## config.mk

```make
export PLATFORM = sky130hd
export DESIGN_NAME = if_id_pipe_reg
export DESIGN_NICKNAME = d
export VERILOG_FILES = /design/src/rtl/if_id_pipe_reg.sv
export SDC_FILE = /design/constraint.sdc
export NUM_CORES = 1
export LEC_CHECK = 0
export BUFFER_PORTS_ARGS = -buffer_cell sky130_fd_sc_hd__clkbuf_2
export CAP_MARGIN = 30
export CORE_ASPECT_RATIO = 1.2
export CORE_MARGIN = 2
export CORE_UTILIZATION = 41
export CTS_CLUSTER_DIAMETER = 30
export DETAILED_ROUTE_END_ITERATION = 16
export PLACE_DENSITY = 0.75
export RECOVER_POWER = 100
export SLEW_MARGIN = 20
export SYNTH_ARGS = -nofsm -noshare
export SYNTH_HDL_FRONTEND = slang
export SYNTH_SLANG_ARGS = --single-unit
```

## constraint.sdc

```tcl
create_clock -name clk -period 1.9 [get_ports clk]
set_clock_uncertainty 0.15 [all_clocks]
set_input_delay 0.095 -clock clk [delete_from_list [all_inputs] [get_ports clk]]
set_output_delay 0.095 -clock clk [all_outputs]
set_load 0.05 [all_outputs]
```

## src/rtl/if_id_pipe_reg.sv

```systemverilog
// ---------------------------------------------------------------------------
// if_id_pipe_reg
//
// Purpose: IF/ID pipeline register between fetch and decode. This is a
// valid/ready stage with these features:
//   - back-pressure (stall) from decode
//   - synchronous flush that injects NOP_INST
//   - an optional skid entry
//   - a saturating stall-cycle counter
//
// Optional feature macro: IFID_SKID_EN
//   Defined  : a second (skid) entry S is compiled in. in_ready comes
//              straight from a flop, and two beats can be held.
//   Undefined: only the main entry M exists, and
//              in_ready = !out_valid || out_ready.
//
// Parameters:
//   PC_W     width of the PC+4 field
//   INST_W   width of the instruction field
//   NOP_INST instruction presented whenever out_valid is low
//   CNT_W    width of the stall counter
//
// Ports:
//   clk, rst               clock; synchronous active-high reset
//   flush                  squashes every held beat at the next edge
//   in_valid / in_ready    fetch-side handshake
//   in_pcadd4, in_inst     fetched beat
//   out_valid / out_ready  decode-side handshake (out_ready low = stall)
//   out_pcadd4, out_inst   registered beat (out_inst = NOP_INST when invalid)
//   stall_cnt              saturating count of out_valid && !out_ready cycles
// ---------------------------------------------------------------------------
module if_id_pipe_reg #(
  parameter int                PC_W     = 32,
  parameter int                INST_W   = 32,
  parameter logic [INST_W-1:0] NOP_INST = '0,
  parameter int                CNT_W    = 16
) (
  input  logic              clk,
  input  logic              rst,
  input  logic              flush,
  input  logic              in_valid,
  output logic              in_ready,
  input  logic [PC_W-1:0]   in_pcadd4,
  input  logic [INST_W-1:0] in_inst,
  output logic              out_valid,
  input  logic              out_ready,
  output logic [PC_W-1:0]   out_pcadd4,
  output logic [INST_W-1:0] out_inst,
  output logic [CNT_W-1:0]  stall_cnt
);

  // Main entry M, which drives the out_* ports
  logic              mValid_q, mValid_d;
  logic [PC_W-1:0]   mPc_q, mPc_d;
  logic [INST_W-1:0] mInst_q, mInst_d;
  logic [CNT_W-1:0]  cnt_q, cnt_d;

  logic accept;
  logic mLoad;
  logic stalled;

`ifdef IFID_SKID_EN
  // Skid entry S, plus a dedicated flop holding !S_valid for in_ready
  logic              sValid_q, sValid_d;
  logic [PC_W-1:0]   sPc_q, sPc_d;
  logic [INST_W-1:0] sInst_q, sInst_d;
  logic              inReady_q, inReady_d;

  assign in_ready = inReady_q;
`else
  assign in_ready = !mValid_q || out_ready;
`endif

  assign accept  = in_valid && in_ready;
  assign mLoad   = !mValid_q || out_ready;
  assign stalled = mValid_q && !out_ready;

  // Next-state logic for both entries and the stall counter
  always_comb begin
    mValid_d = mValid_q;
    mPc_d    = mPc_q;
    mInst_d  = mInst_q;
    cnt_d    = cnt_q;
`ifdef IFID_SKID_EN
    sValid_d = sValid_q;
    sPc_d    = sPc_q;
    sInst_d  = sInst_q;
`endif

    // The counter keeps counting through a flush; only reset clears it
    if (stalled && (cnt_q != {CNT_W{1'b1}})) begin
      cnt_d = cnt_q + {{(CNT_W-1){1'b0}}, 1'b1};
    end

    if (flush) begin
      // Squash everything, including a beat handshaken this cycle.
      // The PC still tracks fetch so that decode sees the newest PC+4.
      mValid_d = 1'b0;
      mInst_d  = NOP_INST;
      if (in_valid) begin
        mPc_d = in_pcadd4;
      end
`ifdef IFID_SKID_EN
      sValid_d = 1'b0;
`endif
    end else begin
`ifdef IFID_SKID_EN
      if (mLoad) begin
        if (sValid_q) begin
          // in_ready was low, so no new beat can be accepted here
          mValid_d = 1'b1;
          mPc_d    = sPc_q;
          mInst_d  = sInst_q;
          sValid_d = 1'b0;
        end else if (accept) begin
          mValid_d = 1'b1;
          mPc_d    = in_pcadd4;
          mInst_d  = in_inst;
        end else begin
          mValid_d = 1'b0;
          mInst_d  = NOP_INST;
        end
      end else if (accept) begin
        // M is stalled and S is free (accept implies S empty)
        sValid_d = 1'b1;
        sPc_d    = in_pcadd4;
        sInst_d  = in_inst;
      end
`else
      if (mLoad) begin
        if (accept) begin
          mValid_d = 1'b1;
          mPc_d    = in_pcadd4;
          mInst_d  = in_inst;
        end else begin
          mValid_d = 1'b0;
          mInst_d  = NOP_INST;
        end
      end
`endif
    end
  end

`ifdef IFID_SKID_EN
  assign inReady_d = !sValid_d;
`endif

  // State registers, with synchronous reset that has highest priority
  always_ff @(posedge clk) begin
    if (rst) begin
      mValid_q  <= 1'b0;
      mPc_q     <= '0;
      mInst_q   <= NOP_INST;
      cnt_q     <= '0;
`ifdef IFID_SKID_EN
      sValid_q  <= 1'b0;
      sPc_q     <= '0;
      sInst_q   <= NOP_INST;
      inReady_q <= 1'b1;
`endif
    end else begin
      mValid_q  <= mValid_d;
      mPc_q     <= mPc_d;
      mInst_q   <= mInst_d;
      cnt_q     <= cnt_d;
`ifdef IFID_SKID_EN
      sValid_q  <= sValid_d;
      sPc_q     <= sPc_d;
      sInst_q   <= sInst_d;
      inReady_q <= inReady_d;
`endif
    end
  end

  assign out_valid  = mValid_q;
  assign out_pcadd4 = mPc_q;
  assign out_inst   = mInst_q;
  assign stall_cnt  = cnt_q;

endmodule

```

==> out/qor.yml <==
final_common_cell: "nand2_1"
fmax_mhz: 548
grt-ovfl-total: 0
viasPerCell: 5.08
rsz0062_at_grt: "false"
diodes: 0
vias: 3485
finalSetupViolCount: 0
synth_xor_area_share_pct: 0
crit_fanout: 12
min_from: "out_ready"
first_iter_violations: 127
synth_area_mm2: 0.00316
post-route-util_pct: 62.6
crit_arrival_ns: 1.96
cts_setup_buffers: 0
core_mm2: 0.00758
synthAdderAreaFrac_pct: 0.397
synthMuxAreaShare_pct: 1.74
worstReg2RegStart: "stall_cnt[0]$_SDFFE_PP0P_"
tritoncts: "done"
yosysSeqAreaShare_pct: 51.4
dieArea_mm2: 0.00842
r2r_slack_ns: 0.08
yosys.area_share.simple_pct: 26.2
max-cap-violations: 0
routed_wl_um: 9380
clock_sinks: 81
syn_to_final_growth_pct: 50.4
clock_path_buffers: 2
tns_ns: 0
numCtsBuffers: 9
p_per_area_mw_per_mm2: 789
period_minus_slack_ns: 1.82
ir_drop_mv: 0.527
cpMaxStageDelayCell: "or4_1"
critical_path.cell_chain: "ha_1 -> and2_4 -> and3_4 -> or4_1 -> a21oi_1"
rows: 35
antenna_found_initial: 0
synth.distinct_cells: 37
routedWlPerCell_um: 13.7
die_h_um: 100
grt_pass1_wl_um: 15400
finalHoldViolCount: 0
cp-startpoint: "stall_cnt[0]$_SDFFE_PP0P_"
port-buffer-count: 150
cp-start-kind: "flip-flop"
finalNetCount: 659
first_pass_iters: 4
place_congestion: 0.806
cp-end-kind: "flip-flop"
drive_gt1_share_pct: 20.2
antenna_left: 0
critical-path-max-stage-delay_ns: 0.51
fill_cells: 669
worstHoldPathType: "primary input to flip-flop"
first_global_vias: 3379
clkTransAtPathRegs_ns: 0.08
die_width_um: 84.1
ys.warnings.count: 0
cts_root_buf: "clkbuf_8"
synth_cells: 385
synth_compound_area_share_pct: 15.5
clkLatencyLatePin_ns: 0.34
synth_seq_cells: 81
drc: 0
grt_max_degree: 34
syn_nets: 455
maxSlewHeadroom_pct: 55.8
dp_hpwl_um: 5710
leakage_uw: 0.00189
htree_levels: 3
io_pins: 151
slew_violations: 0
postSynthAreaPerCell_um2: 8.20
tightestPinTransition_ns: 0.665
track_usage_pct: 22.3
fin_crit_sh_pct: 96.0
synth_top_family_by_area: "simple AND/OR/NAND/NOR gates"
critPathRequiredTime_ns: 2.03
status: "finished, final reports clean"
start_util_pct: 41.7
final_cell_mix: "104 x nand2_1, 83 x clkbuf_1, 75 x a21oi_1"
critical_path_class: "flip-flop to flip-flop"
-- power breakdown --
part / internal [µW] / total, µW / switching, µW / leakage, µW
registers: 1750 / 1790 / 31.1 / 0.000669
clock network: 739 / 1350 / 610 / 0.0000995
logic: 217 / 612 / 395 / 0.00112
-- per-layer routing --
metal	share of wire (%)	GRT usage [%]
met2	49	38.8
met1	41	25.6
met5	0	0
met3	7.2	6.33
met4	3.1	9.68
-- layout make-up --
type / count / area (µm²) / share of cell area (%)
timing repair buffer: 223 / 1380 / 29.1
inverter: 2 / 7.51 / 0.158
tap: 92 / 115 / 2.43
clock inverter: 5 / 80.1 / 1.69
sequential: 81 / 1640 / 34.6
clock buffer: 11 / 131 / 2.77
multi-input combinational: 272 / 1390 / 29.3
-- synth_stat cells (all sizes together) --
library cell  count  area [µm²]
ha                1        12.5
dfxtp            81        1620
and2              3        21.3
or4               4        30.0
nor3              3        15.0
and4              4        35.0
mux2              4        45.0
nor2b             5        31.3
and4b             1        10.0
o311ai            1        8.76
o31ai             4        30.0
a31oi             1        6.26
inv               2        7.50
clkbuf           23        86.3
o21ai             3        15.0
nand4b            1        8.76
and3              1        11.3
nor2              7        26.3
buf               7        53.8
mux2i             1        10.0
a31o              1        8.76
o21a              1        7.51
a41oi             1        16.3
or3               3        18.8
a21oi            76         380
o41ai             2        17.5
nand3            33         165
or2               1        6.26
nand4             6        58.8
nand2           104         390
-- state kept, by name, indices dropped and copies added (netlist names) --
signal      flops
out_pcadd4     32
stall_cnt      16
out_valid       1
out_inst       32
-- worst paths after layout --
path / to / cells past startpoint
min: stall_cnt[2]$_SDFFE_PP0P_ / 4
max: stall_cnt[15]$_SDFFE_PP0P_ / 5
min reg2reg: out_inst[21]$_SDFFE_PP0N_ / 2
max reg2reg: stall_cnt[15]$_SDFFE_PP0P_ / 5
-- through the flow --
| step | total power (µW) | setup slack [ns] | hold slack, ns | cells | cell area (µm²) |
|---|---|---|---|---|---|
| after detailed placement | 2340 | 0.0777 | 0.174 | 605 | 3990 |
| after global routing | 3910 | 0.00611 | 0.0283 | 686 | 4750 |
| after floorplan | 2170 | 0.000305 | 0.0810 | 385 | 3180 |
| final | 3750 | 0.0753 | 0.0221 | 686 | 4750 |
| after CTS | 3780 | 0.00304 | 0.00470 | 686 | 4850 |
| after global placement | 2330 | 0.107 | 0.169 | 605 | 3990 |
-- repair_timing --
action	in CTS	in global routing
gates resized for setup	1	2
endpoints found under the hold margin	65	0
setup endpoints to repair	1	3
hold buffers	65	0
pin swaps	0	1
-- critical path, delay by kind of cell (launching register included) --
| kind | cells | cell delay (ns) |
|---|---|---|
| AO/OA/AOI/OAI | 1 | 0.14 |
| adder cells (fa/ha/maj) | 1 | 0.22 |
| flip-flops | 1 | 0.36 |
| AND/OR/NAND/NOR | 3 | 0.89 |
-- cells by family (layout without fill, tap and decap cells) --
logic type               after synthesis  in the layout
AO/OA/AOI/OAI                         90             90
adder cells (fa/ha/maj)                1              1
buffers and inverters                 32            241
flip-flops                            81             81
multiplexers                           5              5
AND/OR/NAND/NOR                      176            176
Power figures use the tool's default switching activity.
